`config.mk`:
```
export PLATFORM = sky130hd
export DESIGN_NAME = simon_playback_flat
export DESIGN_NICKNAME = d
export VERILOG_FILES = /design/src/rtl/simon_playback_if.sv /design/src/rtl/simon_playback.sv /design/src/flat_wrapper.sv
export SDC_FILE = /design/constraint.sdc
export NUM_CORES = 1
export LEC_CHECK = 0
export ABC_AREA = 1
export BUFFER_PORTS_ARGS = -buffer_cell sky130_fd_sc_hd__buf_2
export CORE_ASPECT_RATIO = 0.5
export CORE_MARGIN = 10
export CORE_UTILIZATION = 33
export CTS_CLUSTER_SIZE = 28
export DETAILED_ROUTE_END_ITERATION = 7
export GPL_ROUTABILITY_DRIVEN = 0
export SLEW_MARGIN = 25
export SYNTH_ARGS = -nofsm -noshare
export SYNTH_HDL_FRONTEND = slang
export SYNTH_SLANG_ARGS = --single-unit
```
`constraint.sdc`:
```
create_clock -name clk -period 1.7 [get_ports clk]
set_input_delay 0.255 -clock clk [delete_from_list [all_inputs] [get_ports clk]]
set_output_delay 0.255 -clock clk [all_outputs]
set_load 0.02 [all_outputs]
```
`src/rtl/simon_playback_if.sv`:
```
// simon_playback_if: playback bus between the game controller/pattern memory (master) and the engine (slave).
// Rev 1.0
`default_nettype none

interface simon_playback_if #(
  parameter int ADDR_W = 6,
  parameter int DATA_W = 4
);
  logic              start;
  logic              abort;
  logic [ADDR_W-1:0] first;
  logic [ADDR_W-1:0] last;
  logic              fast;
  logic [ADDR_W-1:0] r_addr;
  logic [DATA_W-1:0] r_data;
  logic [DATA_W-1:0] leds;
  logic              busy;
  logic              done;

  modport master (
    output start, abort, first, last, fast, r_data,
    input  r_addr, leds, busy, done
  );

  modport slave (
    input  start, abort, first, last, fast, r_data,
    output r_addr, leds, busy, done
  );
endinterface

`default_nettype wire

```
`src/rtl/simon_playback.sv`:
```
// simon_playback: walks pattern memory from first to last (inclusive, wrapping) showing each entry then a blank gap.
// Rev 1.0
`default_nettype none

module simon_playback #(
  parameter int ADDR_W  = 6,
  parameter int DATA_W  = 4,
  parameter int ON_SLOW = 8,
  parameter int ON_FAST = 4,
  parameter int GAP     = 2
) (
  input  wire logic        clk,
  input  wire logic        rst_n,
  simon_playback_if.slave  bus
);

  localparam int TMAX = (ON_SLOW > ON_FAST) ? ((ON_SLOW > GAP) ? ON_SLOW : GAP)
                                            : ((ON_FAST > GAP) ? ON_FAST : GAP);
  localparam int TW   = (TMAX > 1) ? $clog2(TMAX) : 1;

  localparam logic [TW-1:0] c_ON_SLOW_M1 = TW'(ON_SLOW - 1);
  localparam logic [TW-1:0] c_ON_FAST_M1 = TW'(ON_FAST - 1);
  localparam logic [TW-1:0] c_GAP_M1     = TW'(GAP - 1);

  generate
    if (ON_SLOW < 1 || ON_FAST < 1 || GAP < 1) begin : g_bad_timing
      $error("simon_playback: ON_SLOW, ON_FAST and GAP must all be at least 1");
    end
  endgenerate

  typedef enum logic [1:0] {
    S_IDLE = 2'd0,
    S_SHOW = 2'd1,
    S_GAP  = 2'd2
  } state_t;

  state_t            r_state;
  logic [TW-1:0]     r_timer;
  logic [ADDR_W-1:0] r_addr;
  logic [ADDR_W-1:0] r_last;
  logic              r_fast;
  logic              r_busy;
  logic              r_done;
  logic [DATA_W-1:0] w_leds;

  always_ff @(posedge clk or negedge rst_n) begin
    if (!rst_n) begin
      r_state <= S_IDLE;
      r_timer <= '0;
      r_addr  <= '0;
      r_last  <= '0;
      r_fast  <= 1'b0;
      r_busy  <= 1'b0;
      r_done  <= 1'b0;
    end else begin
      r_done <= 1'b0;
      if (bus.abort) begin
        r_state <= S_IDLE;
        r_timer <= '0;
        r_busy  <= 1'b0;
      end else begin
        case (r_state)
          S_IDLE: begin
            if (bus.start) begin
              r_state <= S_SHOW;
              r_addr  <= bus.first;
              r_last  <= bus.last;
              r_fast  <= bus.fast;
              r_timer <= bus.fast ? c_ON_FAST_M1 : c_ON_SLOW_M1;
              r_busy  <= 1'b1;
            end
          end
          S_SHOW: begin
            if (r_timer == '0) begin
              r_state <= S_GAP;
              r_timer <= c_GAP_M1;
            end else begin
              r_timer <= r_timer - 1'b1;
            end
          end
          S_GAP: begin
            if (r_timer != '0) begin
              r_timer <= r_timer - 1'b1;
            end else if (r_addr == r_last) begin
              r_state <= S_IDLE;
              r_busy  <= 1'b0;
              r_done  <= 1'b1;
            end else begin
              // Address wraps naturally at the top of memory.
              r_addr  <= r_addr + 1'b1;
              r_state <= S_SHOW;
              r_timer <= r_fast ? c_ON_FAST_M1 : c_ON_SLOW_M1;
            end
          end
          default: begin
            r_state <= S_IDLE;
            r_busy  <= 1'b0;
          end
        endcase
      end
    end
  end

  // Memory read is combinational from r_addr, so the LEDs follow r_data in the same cycle.
  assign w_leds = (r_state == S_SHOW) ? bus.r_data : '0;

  assign bus.r_addr = r_addr;
  assign bus.leds   = w_leds;
  assign bus.busy   = r_busy;
  assign bus.done   = r_done;

endmodule

`default_nettype wire

```
`src/flat_wrapper.sv`:
```
// flat-port wrapper written by rule: the top's interface ports become plain ports
module simon_playback_flat 
#(
  parameter int ADDR_W  = 6,
  parameter int DATA_W  = 4,
  parameter int ON_SLOW = 8,
  parameter int ON_FAST = 4,
  parameter int GAP     = 2
)
  (clk, rst_n, bus_start, bus_abort, bus_first, bus_last, bus_fast, bus_r_data, bus_r_addr, bus_leds, bus_busy, bus_done);
  simon_playback_if #(.ADDR_W(ADDR_W), .DATA_W(DATA_W)) bus_i ();
  input  wire logic clk;
  input  wire logic rst_n;
  input wire logic [$bits(bus_i.start)-1:0] bus_start;
  input wire logic [$bits(bus_i.abort)-1:0] bus_abort;
  input wire logic [$bits(bus_i.first)-1:0] bus_first;
  input wire logic [$bits(bus_i.last)-1:0] bus_last;
  input wire logic [$bits(bus_i.fast)-1:0] bus_fast;
  input wire logic [$bits(bus_i.r_data)-1:0] bus_r_data;
  output wire logic [$bits(bus_i.r_addr)-1:0] bus_r_addr;
  output wire logic [$bits(bus_i.leds)-1:0] bus_leds;
  output wire logic [$bits(bus_i.busy)-1:0] bus_busy;
  output wire logic [$bits(bus_i.done)-1:0] bus_done;
  assign bus_i.start = bus_start;
  assign bus_i.abort = bus_abort;
  assign bus_i.first = bus_first;
  assign bus_i.last = bus_last;
  assign bus_i.fast = bus_fast;
  assign bus_i.r_data = bus_r_data;
  assign bus_r_addr = bus_i.r_addr;
  assign bus_leds = bus_i.leds;
  assign bus_busy = bus_i.busy;
  assign bus_done = bus_i.done;
  simon_playback #(.ADDR_W(ADDR_W), .DATA_W(DATA_W), .ON_SLOW(ON_SLOW), .ON_FAST(ON_FAST), .GAP(GAP)) u_core (.clk(clk), .rst_n(rst_n), .bus(bus_i));
endmodule
```
==> impl_metrics.tcl <==
set metrics [dict create \
    status "finished clean" \
    h-tree-depth 1 \
    dieArea_um2 7490 \
    synthDistinctLibCells 26 \
    crit_slowest_cell "dfrtp_1" \
    grt-ovfl-total 0 \
    grt_pass1_wl_um 5900 \
    critical-path-max-stage-delay_ns 0.41 \
    hold_class "primary input to flip-flop" \
    synth_compound_area_share_pct 8.99 \
    yosys_warnings 0 \
    ys_seq_area_share_pct 35.2 \
    finalMaxSlewViolations 0 \
    leakagePower_nw 0.992 \
    finClkSkew_ns 0.00728 \
    period_share_pct 92.4 \
    setup_tns_ns 0 \
    holdWs_ns 0.229 \
    syn_nets 229 \
    synth_area_leaders "dfrtp_1 (35%), nand2_1 (18%), inv_1 (6.1%)" \
    synthMuxAreaShare_pct 0 \
    drv_cap 0 \
    fin_nets 269 \
    worst-endpoint-arrival_ns 1.32 \
    critPathKind "flip-flop to primary output" \
    synth-xor-area-share_pct 0.617 \
    avgSynthCellArea_um2 7.03 \
    start_util_pct 35.3 \
    grtUsageTotal_pct 9.46 \
    cts_tree "yes" \
    rsz0062_at_grt "no" \
    ir_drop_mv 0.540 \
    clock_latency_ns 0.27 \
    multi_input_area_um2 787 \
    seqCellArea_um2 500 \
    path_buf_inv 4 \
    setup_slack_ns 0.129 \
    tightest_slew_ns 0.488 \
    relSlewSlack_pct 67.5 \
    path_delay_family "buffers and inverters" \
    cp_max_fo 6 \
    start_kind "flip-flop" \
    cts_inserted_buffers 3 \
    synthCells 202 \
    rows 16 \
    first_global_vias 1297 \
    die_w_um 113 \
    yosys.area_share.simple_pct 40.0 \
    fill_cells 421 \
    drcViolationCount 0 \
    port_buffers 32 \
    clock-sinks 20 \
    cts_root_buf "clkbuf_8" \
    report.final.hold_viol_count 0 \
    synth_top_family_by_area "simple AND/OR/NAND/NOR gates" \
    pre_cts_ws_ns 0.0970 \
    hpwlAfterDp_um 2700 \
    vias_per_cell 4.59 \
    grt_start_max_net_pins 21 \
    boundaryPins 33 \
    period_minus_slack_ns 1.57 \
    area_growth_pct 23.7 \
    ant_nets 0 \
    max_clock_freq_ghz 0.637 \
    syn_area_um2 1420 \
    power_mw 3.06 \
    antenna_found_initial 0 \
    ys_ff_latch 20 \
    worst_ep_required_time_ns 1.44 \
    clk_path_buf_depth 2 \
    core_area_um2 4020 \
    drive_gt1_share_pct 29.0 \
    powerDensity_nw_per_um2 1740 \
    synth_top_area_cell "dfrtp_1" \
    drt-wirelength-per-cell_um 11.5 \
    clk_pin_slew_ns 0.09 \
    synthAdderAreaFrac_pct 5.29 \
    via_count 1355 \
    crit_path_end_kind "primary output" \
    drt_iter0_markers 59 \
    yosys.area.top_type_share_pct 35.2 \
    crit_chain "inv_2 -> ha_1 -> buf_4 -> nand2_1 -> inv_1 -> buf_2" \
    antennaDiodeCount 0 \
    setup_viol 0 \
    dieHeight_um 66.4 \
    wl_um 3380 \
    firstDrtPassIters 4 \
]
## stage by stage
step / util, % / cell area (µm²) / std cells
finish: 43.7 / 1760 / 295
global route: 43.7 / 1760 / 295
CTS: 43.4 / 1750 / 295
detailed placement: 41.4 / 1670 / 290
global placement: 41.4 / 1670 / 290
floorplan: - / 1420 / 202
## cells by family after synthesis
logic type      Yosys count
simple gates            118
buf+inv                  35
compound gates           22
fa+ha+maj                 6
xor+xnor                  1
flops                    20
## layer usage
metal / track usage, % / vias up / wire (µm)
met1: 10.6 / 618 / 1530
li1: - / 707 / -
met3: 2.72 / 2 / 152
met5: 0 / - / 0
met2: 17.1 / 28 / 1670
met4: 3.30 / 0 / 28
## tightest hold or removal path: stages
cell and delay, ns:
buf_2 0.07, nor2_1 0.03, a21oi_1 0.09
## registers in the layout, indices dropped and copies added (netlist names)
| signal | flops |
|---|---|
| u_core.r_state | 2 |
| u_core.bus.done | 1 |
| u_core.bus.r_addr | 6 |
| u_core.r_fast | 1 |
| u_core.r_timer | 3 |
| u_core.bus.busy | 1 |
| u_core.r_last | 6 |
## what timing repair did
action,4_1_cts,5_1_grt
setup buffers,0,0
resized for setup,0,4
endpoints found under the setup margin,0,11
hold buffers,1,0
endpoints found under the hold margin,20,0
## where the power goes
group          internal, mW  leakage, nW  switching (mW)
Combinational         0.608        0.713            1.06
Clock                 0.315       0.0357           0.175
Sequential            0.681        0.244           0.219
Total                  1.60        0.992            1.45
## placed cells by master (no fill, tap or decap)
master,instances
a21oi_1,7
a31oi_1,2
buf_2,31
buf_4,6
bufinv_16,1
clkbuf_8,3
clkinv_1,2
dfrtp_1,20
dlygate4sd3_1,1
ha_1,6
inv_1,21
inv_2,9
nand2_1,69
nand2_2,6
nand2_4,2
nand3_1,13
nand3_2,1
nand3_4,1
nand3b_1,1
nand4_1,4
nand4_2,1
nor2_1,12
nor2_2,2
nor2_4,5
nor3_1,1
o21ai_0,5
o21ai_1,6
o21ai_2,1
o21ai_4,1
xnor2_1,1
## cell usage after synthesis, drive strengths merged
cell type	number
nand3	15
inv	30
o21ai	13
dfrtp	20
xnor2	1
nand4	5
a31oi	2
nor3	1
buf	3
nand2	77
a21oi	7
nor2	19
ha	6
clkinv	2
nand3b	1
## worst paths after layout
path	slack [ns]	endpoint	from	cells past startpoint
setup / recovery	0.13	bus_leds[1]	u_core.r_state[1]$_DFFE_PN0P_	6
hold / removal	0.23	u_core.r_last[1]$_DFFE_PN0P_	bus_last[1]	3
setup reg to reg	0.17	u_core.bus.r_addr[1]$_DFFE_PN0P_	u_core.r_state[0]$_DFFE_PN0P_	9
hold reg to reg	0.48	u_core.bus.busy$_DFFE_PN0P_	u_core.bus.busy$_DFFE_PN0P_	2
max in group asynchronous	0.89	u_core.bus.done$_DFF_PN0_	rst_n	2
min in group asynchronous	0.48	u_core.bus.busy$_DFFE_PN0P_	rst_n	2
## cell type report
cell class                      count  area share (%)
Clock buffer                        3            2.35
Clock inverter                      1            1.71
Inverter                           32            6.84
Multi-Input combinational cell    147            44.8
Sequential cell                    20            28.5
Tap cell                           54            3.85
Timing Repair Buffer               38            12.0
Power figures use the tool's default switching activity.
